**config.mk**
```make
export PLATFORM = sky130hd
export DESIGN_NAME = collision_monitor
export DESIGN_NICKNAME = d
export VERILOG_FILES = /design/src/rtl/collision_pkg.sv /design/src/rtl/collision_monitor_debounce.sv /design/src/rtl/collision_monitor.sv
export SDC_FILE = /design/constraint.sdc
export NUM_CORES = 1
export LEC_CHECK = 0
export CORE_ASPECT_RATIO = 0.9
export CORE_MARGIN = 1
export CORE_UTILIZATION = 55
export DETAILED_ROUTE_END_ITERATION = 6
export PLACE_DENSITY = 0.73
export SYNTH_ARGS = -nofsm -noshare
export SYNTH_HDL_FRONTEND = slang
export SYNTH_HIERARCHICAL = 1
export SYNTH_SLANG_ARGS = --single-unit
```
**constraint.sdc**
```tcl
create_clock -name clk -period 2.1 [get_ports clk]
set_clock_uncertainty 0.1 [all_clocks]
set_input_delay 0.42 -clock clk [delete_from_list [all_inputs] [get_ports clk]]
set_output_delay 0.42 -clock clk [all_outputs]
set_load 0.1 [all_outputs]
```
**src/rtl/collision_pkg.sv**
```systemverilog
// collision_pkg: shared encodings for the collision monitor.
//   state_e       drive/stop FSM states
//   LED_*         one-hot status LED patterns
//   DRV_ON/OFF    drive output levels
//   FORWARDS/...  direction input levels
//   max_int       helper for counter sizing
package collision_pkg;

  typedef enum logic [1:0] {
    ST_DRIVE   = 2'd0,
    ST_HOLDOFF = 2'd1,
    ST_STOP    = 2'd2
  } state_e;

  localparam logic [2:0] LED_DRIVE   = 3'b001;
  localparam logic [2:0] LED_HOLDOFF = 3'b010;
  localparam logic [2:0] LED_STOP    = 3'b100;

  localparam logic DRV_ON  = 1'b1;
  localparam logic DRV_OFF = 1'b0;

  localparam logic FORWARDS  = 1'b1;
  localparam logic BACKWARDS = 1'b0;

  function automatic int max_int(input int a, input int b);
    return (a > b) ? a : b;
  endfunction

endpackage

```
**src/rtl/collision_monitor_debounce.sv**
```systemverilog
// sensor_debounce: one proximity channel.
//   clk, rst  clock / async active-low reset
//   sens      raw active-low sensor line (asynchronous)
//   hit       debounced obstacle flag
// A 2-flop synchroniser feeds a single counter that measures how long the
// synchronised input has disagreed with the current hit state. The
// counter is reused for both the assert and release directions.
module sensor_debounce
  import collision_pkg::*;
#(
  parameter int ASSERT_CYC  = 50000,
  parameter int RELEASE_CYC = 50000
) (
  input  logic clk,
  input  logic rst,
  input  logic sens,
  output logic hit
);

  localparam int CW = $clog2(max_int(ASSERT_CYC, RELEASE_CYC) + 1);
  localparam logic [CW-1:0] A_LAST = CW'(ASSERT_CYC - 1);
  localparam logic [CW-1:0] R_LAST = CW'(RELEASE_CYC - 1);

  logic [1:0]    sync;
  logic [CW-1:0] cnt;
  logic          raw_hit;
  logic          toward;   // input disagrees with current hit state

  assign raw_hit = ~sync[1];
  assign toward  = hit ? ~raw_hit : raw_hit;

  always_ff @(posedge clk or negedge rst) begin
    if (!rst) begin
      sync <= 2'b11;
      cnt  <= '0;
      hit  <= 1'b0;
    end else begin
      sync <= {sync[0], sens};
      if (!toward) begin
        cnt <= '0;
      end else if (cnt == (hit ? R_LAST : A_LAST)) begin
        // Counter stops at the threshold, so it can never wrap.
        hit <= ~hit;
        cnt <= '0;
      end else begin
        cnt <= cnt + 1'b1;
      end
    end
  end

endmodule

```
**src/rtl/collision_monitor.sv**
```systemverilog
// collision_monitor: multi-channel collision detector with drive/stop FSM.
//   clk, rst   clock / async active-low reset
//   direction  1 = forwards, 0 = backwards (used unsynchronised)
//   sens       NUM_CH raw active-low sensor lines
//   clr_latch  pulse releasing a latched stop (LATCH=1 only)
//   drive      1 = drive permitted
//   hit_mask   debounced hit per channel, independent of direction
//   col_event  one-cycle pulse on DRIVE->STOP
//   led        one-hot state 001 DRIVE / 010 HOLDOFF / 100 STOP
module collision_monitor
  import collision_pkg::*;
#(
  parameter int              NUM_CH      = 4,
  parameter int              ASSERT_CYC  = 50000,
  parameter int              RELEASE_CYC = 50000,
  parameter int              HOLD_CYC    = 50000,
  parameter logic [NUM_CH-1:0] FWD_MASK  = NUM_CH'(4'b0011),
  parameter logic [NUM_CH-1:0] BWD_MASK  = NUM_CH'(4'b1100),
  parameter bit              LATCH       = 1'b0
) (
  input  logic              clk,
  input  logic              rst,
  input  logic              direction,
  input  logic [NUM_CH-1:0] sens,
  input  logic              clr_latch,
  output logic              drive,
  output logic [NUM_CH-1:0] hit_mask,
  output logic              col_event,
  output logic [2:0]        led
);

  localparam int HW = $clog2(HOLD_CYC + 1);
  localparam logic [HW-1:0] HOLD_LAST = HW'(HOLD_CYC - 1);

  state_e            state;
  logic [HW-1:0]     hold_cnt;
  logic [NUM_CH-1:0] active;
  logic              any_active;

  genvar g;
  generate
    for (g = 0; g < NUM_CH; g++) begin : g_ch
      sensor_debounce #(
        .ASSERT_CYC (ASSERT_CYC),
        .RELEASE_CYC(RELEASE_CYC)
      ) u_deb (
        .clk (clk),
        .rst (rst),
        .sens(sens[g]),
        .hit (hit_mask[g])
      );
    end
  endgenerate

  assign active     = hit_mask & ((direction == FORWARDS) ? FWD_MASK : BWD_MASK);
  assign any_active = |active;

  // drive/led are loaded together with the next state so they are plain
  // register outputs with no decode glitches.
  always_ff @(posedge clk or negedge rst) begin
    if (!rst) begin
      state     <= ST_HOLDOFF;
      hold_cnt  <= '0;
      drive     <= DRV_OFF;
      col_event <= 1'b0;
      led       <= LED_HOLDOFF;
    end else begin
      col_event <= 1'b0;
      case (state)
        ST_DRIVE: begin
          if (any_active) begin
            state     <= ST_STOP;
            drive     <= DRV_OFF;
            led       <= LED_STOP;
            col_event <= 1'b1;
          end
        end
        ST_STOP: begin
          // A clr_latch seen while still blocked is simply dropped.
          if (!any_active && (!LATCH || clr_latch)) begin
            state    <= ST_HOLDOFF;
            hold_cnt <= '0;
            led      <= LED_HOLDOFF;
          end
        end
        ST_HOLDOFF: begin
          // Hit wins over hold completion; re-stop is silent.
          if (any_active) begin
            state <= ST_STOP;
            led   <= LED_STOP;
          end else if (hold_cnt == HOLD_LAST) begin
            state    <= ST_DRIVE;
            hold_cnt <= '0;
            drive    <= DRV_ON;
            led      <= LED_DRIVE;
          end else begin
            hold_cnt <= hold_cnt + 1'b1;
          end
        end
        default: begin
          state <= ST_STOP;
          drive <= DRV_OFF;
          led   <= LED_STOP;
        end
      endcase
    end
  end

endmodule

```
# After elaboration in Yosys (flattened, before gate mapping)
# Index checks and enable logic that the tools add are counted.
[op_classes]
addsub = 5
n_eq_ne = 12
mux = 33
n_bitwise = 10
reduce_logical = 10
[op_table]
columns = ["op", "count"]
rows = [
  ["16-bit 2-to-1 mux", 11],
  ["16-bit by 1-bit adder with 16-bit output (second input constant)", 5],
  ["16-bit == test (second input constant)", 5],
  ["16-bit case mux with 2 select lines", 1],
  ["3-bit 2-to-1 mux", 4],
  ["1-bit 2-to-1 mux", 9],
  ["1-bit inverter", 9],
  ["3-bit case mux with 3 select lines", 1],
  ["2-bit 2-to-1 mux", 4],
  ["2-bit inequality test (second input constant)", 4],
  ["2-bit AND reduction", 4],
  ["2-bit case mux with 3 select lines", 1],
  ["3-bit AND reduction", 2],
  ["4-bit AND", 1],
  ["4-bit 2-to-1 mux", 1],
  ["4-bit AND reduction", 1],
  ["4-bit OR reduction", 1],
  ["3-bit inequality test (second input constant)", 1],
  ["1-bit case mux with 3 select lines", 1],
  ["2-bit by 1-bit == test with 1-bit output (second input constant)", 1],
  ["2-bit == test (second input constant)", 1],
  ["2-bit zero test", 1],
  ["2-bit nonzero test", 1],
]
[word_totals]
register_bits = 99
in_bits = 8
output_inout_bits = 9

# Depth between registers and ports, before layout
[logic_depth]
depth_word = 5
ltp_mapped = 8
depth_no_buf = 5

# Modules after synthesis
# Netlist, hierarchy kept.
[by_module_without_submodules]
columns = ["mod", "instances", "cells_per_inst", "area_each_um2", "seq_area_each_um2"]
rows = [
  ["sensor_debounce", 4, 84, 938.4, 478.0],
  ["collision_monitor", 1, 134, 1292.5, 526.8],
]

# Least setup slack after synthesis
# Ideal clock, no wire load.
[synth_timing]
kind = "flip-flop to flip-flop"
from = "register, netlist name led[2]"
to = "register hold_cnt[12]"
setup_ns = 0.082
t_arrival_ns = 2.033
required_time_ns = 1.918
path_slack_ns = -0.115
path_stages_with_launch = 5
n_path_buf = 0
cell_sequence = "dfrtp_1 and2b_1 o22ai_4 or4b_1 a31oi_1"
[synth_rtl]
columns = ["element", "line_no", "text"]
rows = [
  ["end signal: assignment", "collision_monitor.sv:97", "hold_cnt <= hold_cnt + 1'b1;"],
  ["end: declaration", "collision_monitor.sv:36", "logic [HW-1:0] hold_cnt;"],
]

# Worst setup path in the final report
[layout_timing]
from = "register hold_cnt[13]"
to = "register hold_cnt[7]"
[layout_between]
elab_chain_cells = 4
[layout_lines]
columns = ["element", "line_no", "text"]
rows = [
  ["16-bit == test", "collision_monitor.sv:91", "end else if (hold_cnt == HOLD_LAST) begin"],
  ["16-bit 2-to-1 mux", "collision_monitor.sv:91", ""],
  ["16-bit 2-to-1 mux", "collision_monitor.sv:88", "if (any_active) begin"],
  ["16-bit case mux with 2 select lines", "collision_monitor.sv:69", "case (state)"],
]
# No other way between the ends. The select of a mux whose other input is x is not followed.
# A chain may end at the register's enable or synchronous reset.

==> qor.yml <==
ys_ff_latch: 97
synth.most_common_cell: "dfrtp_1"
cp.required_ns: 2.25
grt_first_pass_wirelength_mm: 15.9
area_growth_pct: 10.7
nNetsFinal: 512
drt_iter0_drc: 143
setup_violations: 0
drc: 0
ys_types: 49
criticalPathCategory: "flop to flop"
wl_met3_um: 284
syn-cell-area_um2: 5050
fin_crit_sh_pct: 89.2
synth_ff_type: "dfrtp_1"
top_level_ports: 17
synth.top_cell.area_share_pct: 43.6
place_ws_ns: -0.0615
core_um2: 8730
synth_top_area_cell: "dfrtp_1"
startpoint_type: "flop"
floorplan.initialDensity_pct: 57.8
status: "finished, violations left"
rsz0062_at_grt: "no"
critPathArrivalTime_ns: 2.02
route.vias.total: 3561
fp.dieH_um: 92.9
timing_hold_violations_final: 14
highest_layer: "met4"
antenna_cells: 0
antenna_found_initial: 0
power_leakage_nw: 2.21
cts-buffers-inserted: 9
grt_pass1_vias: 3443
rows: 32
syn_area_per_cell_um2: 10.7
grt_usage_pct: 21.5
synth_commonest_cells: "88 x dfrtp_1, 65 x nor2_1, 52 x xnor2_1, 31 x nand3_1, 23 x nand2_1"
cp_slowest_cell: "dfrtp_1"
m1WireLength_mm: 4.32
max_freq_mhz: 534
ant_nets: 0
cap_violations: 0
yosysSeqAreaShare_pct: 48.3
hp-class: "input pin to asynchronous set/reset pin"
avgViaCountPerCell: 5.72
cts_sinks: 97
violations: "hold timing"
syn_inst: 470
ys_warn_count: 6
tightest_slew_ns: 0.519
finalSetupTns_ns: 0
synthTopCellsByArea: "dfrtp_1 44%, xnor2_1 9.0%, nor2_1 4.8%, dfstp_2 4.7%, nor4_2 4.0%"
cpPeakStageDelay_ns: 0.43
htree_levels: 3
hpwl_mm: 6.21
async_reset_ff_share_pct: 100
max_slew_margin_pct: 65.4
wl_mm: 8.94
p_per_area_nw_per_um2: 635
hold_buffers: 0
avgRoutedWirePerCell_um: 14.4
die_area_um2: 9560
cts_tree: "yes"
crit_chain: "nor4b_1, nand4_2, buf_4, a32oi_1, o21ai_1"
drv_slew: 0
timing.hold.ws_ns: -0.0336
startpoint: "hold_cnt[13]"
critPathMaxFanout: 10
cts_resized: 0
cts-root-buf: "clkbuf_8"
cts_buffer_depth: 2
syn-num-nets: 483
post_cts_buffers: 0
routed-wl-met2_mm: 4.21
fin_ws_ns: 0.227
port_buffers: 15
worst-path-buf-inv: 1
min_period_ns: 1.87
dieWidth_um: 103
critPathTopFamily: "simple AND/OR/NAND/NOR gates"
clk-insertion-delay-late_ns: 0.36
synth-edff-count: 0
gp_congestion: 0.827
drive_gt1_share_pct: 21.8
grt_overflow_total: 0
rr_startpoint: "hold_cnt[13]"
first_pass_iters: 4
grt_max_degree: 98
cp-end-kind: "flop"
vdd_drop_max_mv: 0.356
clk_pin_slew_ns: 0.10
==> worst register-to-register path: cells and delay by family (launching register included) <==
family                 cells  cell delay, ns
AOI/OAI and AO/OA          2            0.26
DFF                        1            0.43
buffers and inverters      1            0.27
and+or+nand+nor            2            0.72
==> state kept, by name (all words and copies together) (netlist names) <==
register         count
col_event            1
drive                1
g_ch.u_deb/cnt      64
g_ch.u_deb/hit       4
g_ch.u_deb/sync      8
hold_cnt            16
led                  3
==> cell usage in the layout (no fill, tap or decap), types with 3 or more instances in the layout <==
cell type,synthesis,layout
dfrtp_1,88,83
nor2_2,8,8
nor4b_2,5,5
a31oi_1,10,10
nand2_2,4,4
nand3_1,31,31
nor4_2,16,16
o22ai_1,5,5
nand2_1,23,23
o21ai_1,6,6
or4_1,5,5
xor2_1,8,8
nand3_4,4,4
and3_1,10,10
buf_12,0,6
nand4_1,12,12
clkbuf_8,0,9
nand4_2,13,13
xnor2_1,52,52
inv_1,17,17
ha_1,5,5
dfstp_2,9,8
nor4b_1,5,5
dfrtp_2,0,5
clkdlybuf4s50_1,0,5
nor3_1,17,17
o21ai_0,5,5
buf_4,1,19
nor2_1,65,65
and4b_1,5,5
nand4bb_1,3,3
==> stage by stage <==
step                std cells  utilization [%]  area [um2]  power (mW)
floorplan                 470                -        5060        2.28
global placement          607             61.9        5400        2.42
detailed placement        607             61.9        5400        2.44
CTS                       623             64.0        5580        3.59
global route              623             64.0        5580        3.72
finish                    623             64.0        5580        3.55
==> logic make-up (layout without fill, tap and decap cells) <==
kind of cell | after synthesis | after routing | synth area share [%]
simple gates | 240 | 240 | 31.1
flops | 97 | 97 | 48.3
xor+xnor | 60 | 60 | 10.4
compound gates | 39 | 39 | 5.33
buf+inv | 29 | 63 | 3.60
fa+ha+maj | 5 | 5 | 1.24
==> final timing paths <==
path / end / slack, ns / cells after the start
worst max-delay path: hold_cnt[7] / 0.23 / 5
worst min-delay path: hold_cnt[9] / -0.03 / 2
worst max register to register: hold_cnt[7] / 0.23 / 5
worst min register to register: g_ch[1].u_deb/sync[1] / 0.26 / 0
max in group asynchronous: g_ch[2].u_deb/sync[0] / 1.50 / 2
min in group clk: g_ch[1].u_deb/sync[1] / 0.26 / 0
==> report_power, final <==
group / internal, mW / switching (mW) / leakage [nW]
combinational: 0.150 / 0.255 / 0.814
clock: 0.453 / 0.694 / 0.0901
sequential: 1.93 / 0.0609 / 1.30
==> layout make-up <==
| type | instances | area, um2 |
|---|---|---|
| fillers | 719 | 3140 |
| flip-flops and latches | 97 | 2450 |
| multi-input cells | 344 | 2430 |
| repair buffers | 30 | 313 |
| well taps | 119 | 149 |
| clock buffers | 9 | 124 |
| inverters | 17 | 63.8 |
| clock inverters | 7 | 60.1 |
==> layer usage <==
metal	up-vias	global-route usage (%)
met3	13	4.38
met5	-	0
met1	1764	29.4
met2	50	34.0
li1	1734	-
met4	0	7.16
Note: power is estimated with default switching activity, not from simulation.
